<file path="config.mk">
export PLATFORM = sky130hd
export DESIGN_NAME = rr_stream_arbiter
export DESIGN_NICKNAME = d
export VERILOG_FILES = /design/src/rtl/rr_stream_arbiter.sv
export SDC_FILE = /design/constraint.sdc
export NUM_CORES = 1
export LEC_CHECK = 0
export ABC_AREA = 1
export CELL_PAD_IN_SITES_DETAIL_PLACEMENT = 2
export CELL_PAD_IN_SITES_GLOBAL_PLACEMENT = 2
export CORE_MARGIN = 4
export CORE_UTILIZATION = 21
export CTS_CLUSTER_DIAMETER = 120
export CTS_CLUSTER_SIZE = 24
export DETAILED_ROUTE_END_ITERATION = 6
export PLACE_DENSITY_LB_ADDON = 0.1
export SKIP_CTS_REPAIR_TIMING = 1
export SYNTH_ARGS = -nofsm -noshare
export SYNTH_HDL_FRONTEND = slang
export SYNTH_SLANG_ARGS = --single-unit
export TNS_END_PERCENT = 20
</file>
<file path="constraint.sdc">
create_clock -name clk -period 2.4 [get_ports clk]
set_input_delay 0.6 -clock clk [delete_from_list [all_inputs] [get_ports clk]]
set_output_delay 0.6 -clock clk [all_outputs]
set_load 0.03 [all_outputs]
</file>
<file path="src/rtl/rr_stream_arbiter.sv">
// rr_stream_arbiter: round-robin N:1 val/rdy arbiter with a one-entry registered output stage
module rr_stream_arbiter #(
  parameter int NREQ = 4,
  parameter int DW   = 8,
  parameter int SW   = 2
) (
  input  logic               clk,
  input  logic               rst_b,
  input  logic [NREQ-1:0]    in_val,
  input  logic [NREQ*DW-1:0] in_data,
  output logic [NREQ-1:0]    in_rdy,
  output logic               out_val,
  output logic [DW-1:0]      out_data,
  output logic [SW-1:0]      out_src,
  input  logic               out_rdy
);
  logic          out_val_q, out_val_d;
  logic [DW-1:0] data_q, data_d;
  logic [SW-1:0] src_q, src_d, ptr_q, ptr_d, win;
  logic          found, grant;
  // first valid requester after the last winner, wrapping past NREQ-1 to 0
  always_comb begin
    win   = '0;
    found = 1'b0;
    for (int k = 1; k <= NREQ; k++) begin
      if (!found && in_val[(int'(ptr_q) + k) % NREQ]) begin
        found = 1'b1;
        win   = SW'((int'(ptr_q) + k) % NREQ);
      end
    end
  end
  // grant only when the stage is empty or draining; ready is held low while in reset
  always_comb begin
    grant     = rst_b & found & (!out_val_q | out_rdy);
    in_rdy    = grant ? NREQ'(1) << win : '0;
    out_val_d = grant | (out_val_q & !out_rdy);
    data_d    = grant ? in_data[int'(win)*DW +: DW] : data_q;
    src_d     = grant ? win : src_q;
    ptr_d     = grant ? win : ptr_q;
  end
  // output stage and round-robin pointer
  always_ff @(posedge clk or negedge rst_b) begin
    if (!rst_b) begin
      out_val_q <= 1'b0;
      data_q    <= '0;
      src_q     <= '0;
      ptr_q     <= SW'(NREQ - 1);
    end else begin
      out_val_q <= out_val_d;
      data_q    <= data_d;
      src_q     <= src_d;
      ptr_q     <= ptr_d;
    end
  end
  assign out_val  = out_val_q;
  assign out_data = data_q;
  assign out_src  = src_q;
endmodule

</file>
==> summary.md, run 1 <==
| Metric | Value |
|---|---|
| Status | `finished with violations` |
| Failing checks | `negative setup slack` |
| Overall global routing resource usage | `12.9%` |
| Critical path data required time | `1.80 ns` |
| CTS Root Cell | `clkbuf_8` |
| WL met3 | `163 um` |
| Crit start category | `register` |
| CP Class | `register to output pin` |
| Hold Crit Class | `register to register` |
| Slowest stage delay, CP | `0.56 ns` |
| Sequential share of power | `11.9%` |
| Share of layout cells above drive strength 1 | `30.7%` |
| VDD IR max | `0.000628 V` |
| N_diodes | `0` |
| Most used cell, CP | `nand2_2` |
| Synthesis Warnings | `0` |
| DRC viols | `0` |
| Die height | `84.1 um` |
| Cell variety after synth | `22` |
| Die W | `84.1 um` |
| Final Skew | `0.00185 ns` |
| Highest Signal Layer | `met3` |
| Top Ports | `54` |
| Hold Vio Cnt, Final | `0` |
| Initial DRC Count | `24` |
| Mapped cell area | `1220 um^2` |
| Final count of negative-setup-slack endpoints | `4` |
| Placement row count | `27` |
| P_int | `1700 uW` |
| Initial Util | `21.8%` |
| NetSw | `1820 uW` |
| Core Area | `5570 um^2` |
| Clock buffer count from CTS | `3` |
| Gr ovfl total | `0` |
| Final ANT Viol Nets | `0` |
| Power Density | `1640 nW/um^2` |
| Post-synth ARST share | `100%` |
| Tmin final | `2.74 ns` |
| Die area | `7070 um^2` |
| Main synth FF type | `dfrtp_1` |
| FF+latch count, synth | `13` |
| Syn nets | `224` |
| Mapped Avg Cell Area | `6.57 um^2` |
| Final instance area | `2140 um^2` |
| GPL Wtd Cong | `0.719` |
| Skew-Pair Late Insertion Delay | `0.24 ns` |
| Largest net degree at the start of global routing | `17` |
| Worst setup margin | `-0.345 ns` |
| Final hold slack | `0.491 ns` |
| Least-Margin Pin Slew | `0.332 ns` |
| Initial antenna violation count | `0` |
| P&R area growth vs syn | `75.8%` |
| Dpl hpwl | `3.80 mm` |
| Slew HR | `77.8%` |
| Static Leak | `0.00112 uW` |
| Vias/cell | `4.26` |
| Clk buf depth | `2` |
| Seq/Total Area, Yosys | `27.0%` |
| CTS tree | `yes` |
| Drt pass-1 iters | `3` |
| Avg WL per Cell | `14.0 um` |
| R2R Setup Slk | `0.18 ns` |
| Gate power share | `82.5%` |
| CP max FO | `5` |
| Synth Instances | `185` |
| Commonest cells in the netlist | `nand2_1, inv_1, nand3_1, dfrtp_1, nand2_2` |
| Htree depth | `1` |
| Worst EP arrival | `2.14 ns` |
| Synth top area cells | `dfrtp_1, nand2_1, inv_1` |
| Cell taking the most area after synthesis | `dfrtp_1` |
| CP Capture Type | `output pin` |
| CP max stage cell | `dfstp_2` |
| Worst Hold Launch | `out_data[3]` |
| Area after DPL | `1950 um^2` |
| Yosys top cell area share | `22.6%` |
| Final nets | `307` |
| Worst-path clk slew | `0.06 ns` |
| Wirelength, routed | `4.75 mm` |
| Clock power frac | `5.6%` |
| Sw Share | `51.6%` |
| Crit-path cells | `buf_12 > buf_4 > nand2_2 > nand2_2 > nand2_2 > nand2_4 > nor2_4 > nand3_4 > o211ai_4 > or2_1 > nor2_2 > buf_6` |
| Crit path launch | `ptr_q[0]` |
| Max Clk Rate | `0.364 GHz` |
| EDFF count, synth | `0` |
| WL met1 | `2.34 mm` |
| Unrepaired setup endpoints after global routing | `true` |
| Vias | `1,445` |
| CTS Sinks | `13` |
| Vias in the first global route | `1,475` |
| Port Buffers | `53` |
| Origin of the critical flop-to-flop path | `ptr_q[0]` |
| Routed met2 length | `2.25 mm` |
| First-pass GRT wire length | `7.47 mm` |
| Max Slew Vio Count | `0` |
| Crit share post-route | `114%` |
| Most common cell in the netlist | `nand2_1` |
| MaxCap Viol Count | `0` |
## critical path, delay by kind of cell, from the launching register on
| kind | cells | cell delay, ns |
|---|---|---|
| buffers and inverters | 3 | 0.36 |
| DFF | 1 | 0.56 |
| AOI/OAI and AO/OA | 1 | 0.11 |
| and+or+nand+nor | 8 | 0.87 |
## per-layer routing
layer | global-route usage (%) | vias to the layer above
met5 | 0 | -
met4 | 1.75 | 0
met3 | 2.47 | 0
met2 | 20.0 | 30
met1 | 18.8 | 679
li1 | - | 736
## layout make-up
cell class	count	area (um^2)
Inverter	36	140
Multi-Input combinational cell	131	752
Clock buffer	4	45.0
Timing Repair Buffer	83	783
Fill cell	671	3440
Tap cell	72	90.1
Sequential cell	13	328
## worst paths after layout
path / end / depth (start not counted)
min: out_data[3] / 2
min in group asynchronous: out_src[1] / 2
max: in_rdy[1] / 12
max reg2reg: out_data[7] / 15
min reg2reg: out_data[3] / 2
max in group asynchronous: ptr_q[0] / 2
## metrics by stage
step           setup slack, ns  utilization [%]  setup TNS, ns  cells  power, uW
2_1_floorplan           -0.118                -         -0.339    185       2110
3_3_place_gp            -0.465             34.9          -2.39    328       3060
4_1_cts                 -0.538             35.8          -1.99    332       3310
5_1_grt                 -0.461             38.4          -1.81    339       3870
3_5_place_dp            -0.539             34.9          -3.07    328       3100
6_report                -0.345             38.4          -1.26    339       3520
## sequential cells by signal, indices dropped and copies added (netlist names)
signal / count
out_data: 8
out_src: 2
out_val: 1
ptr_q: 2
## kinds of logic (layout without fill, tap and decap cells)
logic type,after synthesis,count (layout),share of synthesized area [%]
buffers and inverters,41,123,16.2
DFF,13,13,27.0
AOI/OAI and AO/OA,9,9,5.97
and+or+nand+nor,122,122,50.9
## layout by cell type, fill, tap and decap left out, types with 4 or more instances in the layout
cell type	count
dfrtp_1	11
nor2_2	7
inv_2	6
nand3_1	20
buf_4	29
buf_6	4
dlymetal6s2s_1	4
nand2_2	16
nand2_4	5
nand4_1	8
o211ai_1	4
or2_1	5
nand2_1	54
clkdlybuf4s50_1	45
inv_1	29
## power groups by stage
stage	registers (uW)	logic (uW)	clock network, uW
4_1_cts	445	2670	198
5_1_grt	441	3210	211
3_5_place_dp	445	2650	0
2_1_floorplan	580	1530	0
6_report	420	2900	196
3_3_place_gp	448	2610	0
Power figures use the tool's default switching activity.
==> inputs of run 2 (changes only) <==
--- a/config.mk
+++ b/config.mk
@@ -8,7 +8,6 @@
 export ABC_AREA = 1
 export CELL_PAD_IN_SITES_DETAIL_PLACEMENT = 2
 export CELL_PAD_IN_SITES_GLOBAL_PLACEMENT = 2
-export CORE_MARGIN = 4
 export CORE_UTILIZATION = 21
 export CTS_CLUSTER_DIAMETER = 120
 export CTS_CLUSTER_SIZE = 24
@@ -18,4 +17,3 @@
 export SYNTH_ARGS = -nofsm -noshare
 export SYNTH_HDL_FRONTEND = slang
 export SYNTH_SLANG_ARGS = --single-unit
-export TNS_END_PERCENT = 20
==> summary.md, run 2 (synthesis results as in run 1) <==
| Metric | Value |
|---|---|
| P&R area growth vs syn | `85.1%` |
| Final nets | `313 (+2.0%)` |
| Avg WL per Cell | `13.9 um (-0.99%)` |
| Clk buf depth | `2 (unchanged)` |
| Design Power | `3710 uW (+5.4%)` |
| Worst EP arrival | `2.17 ns (+0.03 ns)` |
| CTS Sinks | `13 (unchanged)` |
| Htree depth | `1 (unchanged)` |
| Multi-input gate area | `806 um^2 (+7.2%)` |
| Hold Crit Class | `register to register` |
| Commonest non-fill, non-tap cell in the layout | `nand2_1` |
| Initial DRC Count | `18 (-25%)` |
| Clock buffer count from CTS | `3 (unchanged)` |
| Overall global routing resource usage | `14.8% (+1.9 points)` |
| VDD IR max | `0.000499 V (-20%)` |
| Drt pass-1 iters | `2 (-1)` |
| Power Density | `1650 nW/um^2 (+0.17%)` |
| Max Slew Vio Count | `0 (unchanged)` |
| Vias | `1,495 (+3.5%)` |
| Final Skew | `0.00189 ns (+0.0000406 ns)` |
| Crit share post-route | `115% (+0.89 points)` |
| Hold Vio Cnt, Final | `0 (unchanged)` |
| Final ANT Viol Nets | `0 (unchanged)` |
| Placement Setup Slack | `-0.522 ns (+0.0165 ns)` |
| Vias/cell | `4.33 (+1.7%)` |
| Core Area | `5540 um^2 (-0.61%)` |
| Critical path data required time | `1.80 ns (about the same)` |
| Dpl hpwl | `3.56 mm (-6.4%)` |
| Top Ports | `54 (unchanged)` |
| Utilization after layout | `40.6% (+2.3 points)` |
| Worst setup margin | `-0.366 ns (-0.0213 ns)` |
| GPL Wtd Cong | `0.817 (+14%)` |
| Register Area | `328 um^2 (unchanged)` |
| Unrepaired setup endpoints after global routing | `true` |
| Crit start category | `register` |
| Die W | `78.1 um (-7.1%)` |
| Wirelength, routed | `4.79 mm (+0.76%)` |
| Initial Util | `22.0% (+0.13 points)` |
| CP max FO | `5 (unchanged)` |
| Worst-path clk slew | `0.05 ns (about the same)` |
| Gr ovfl total | `0 (unchanged)` |
| CP Class | `register to output pin` |
| First-pass GRT wire length | `7.09 mm (-5.1%)` |
| Static Leak | `0.00118 uW (+5.4%)` |
| Vias in the first global route | `1,489 (+0.95%)` |
| Final count of negative-setup-slack endpoints | `4 (unchanged)` |
| Least-Margin Pin Slew | `0.336 ns (+0.00346 ns)` |
| Placement row count | `27 (unchanged)` |
| Max reg flops | `8 (unchanged)` |
| Failing checks | `negative setup slack` |
| Status | `finished with violations` |
| Fillers | `654 (-2.5%)` |
| N_diodes | `0 (unchanged)` |
| CP Capture Type | `output pin` |
| Commonest non-fill, non-tap cells in the layout | `nand2_1, clkdlybuf4s50_1, buf_4, inv_1, nand3_1` |
| TNS Setup | `-1.41 ns (-0.150 ns)` |
| Final hold slack | `0.490 ns (-0.00168 ns)` |
| Slew HR | `77.6% (-0.23 points)` |
| Max Clk Rate | `0.362 GHz (-0.77%)` |
| Initial antenna violation count | `0 (unchanged)` |
| CTS tree | `yes` |
| Port Buffers | `53 (unchanged)` |
| MaxCap Viol Count | `0 (unchanged)` |
| Tmin final | `2.77 ns (+0.0213 ns)` |
| Skew-Pair Late Insertion Delay | `0.24 ns (about the same)` |
| Share of layout cells above drive strength 1 | `32.2% (+1.5 points)` |
| Largest net degree at the start of global routing | `17 (unchanged)` |
| Die height | `78.1 um (-7.1%)` |
| Die area | `6100 um^2 (-14%)` |
| DRC viols | `0 (unchanged)` |
| CTS Root Cell | `clkbuf_8` |
run 2: cell types whose count changed in the layout (fill, tap and decap cells not counted), sizes merged:
cell / before / now
buf: 34 / 40
run 2: path summary, 6_finish.rpt:
| path | startpoint | endpoint | slack [ns] | depth (start not counted) |
|---|---|---|---|---|
| setup / recovery | ptr_q[0] | in_rdy[1] | -0.37 | 11 |
| hold / removal | out_data[5] | out_data[5] | 0.49 | 2 |
| setup reg to reg | ptr_q[0] | out_data[0] | 0.16 | 15 |
| hold reg to reg | out_data[5] | out_data[5] | 0.49 | 2 |
| max in group asynchronous | rst_b | ptr_q[1] | 1.36 | 2 |
| min in group asynchronous | rst_b | out_src[1] | 0.80 | 2 |
run 2: area by class of cell:
| class | instances | area share, % |
|---|---|---|
| Timing Repair Buffer | 89 | 37.2 |
| Multi-Input combinational cell | 131 | 35.8 |
| Sequential cell | 13 | 14.6 |
| Inverter | 36 | 6.45 |
| Tap cell | 72 | 4.00 |
| Clock buffer | 4 | 2.00 |
run 2: power breakdown:
group / internal, uW / switching [uW] / leakage, uW
clock network: 117 / 78.5 / 0.0000228
logic: 1350 / 1740 / 0.00100
registers: 345 / 79.2 / 0.000155
run 2: worst max-delay path, stage by stage, from the launching register on:
cell and delay, ns:
dfstp_2 0.56, buf_12 0.13, nand2_1 0.09, nand2_4 0.10, nand2_2 0.07, nand2_4 0.10, inv_2 0.06, nand3_4 0.11
o211ai_4 0.13, or2_1 0.28, nor2_2 0.14, buf_6 0.14
run 2: metal layers:
metal	GRT usage (%)	wire length [um]	vias to the layer above
met5	0	0	-
met4	3.33	29	0
met3	1.63	102	4
met2	26.8	2650	26
met1	18.6	2010	715
li1	-	-	750
run 2: stage by stage:
stage / instances / area, um^2
after detailed placement: 328 / 1950
final: 345 / 2250
after floorplan: 185 / 1230
after CTS: 332 / 2000
after global placement: 328 / 1950
after global routing: 345 / 2250
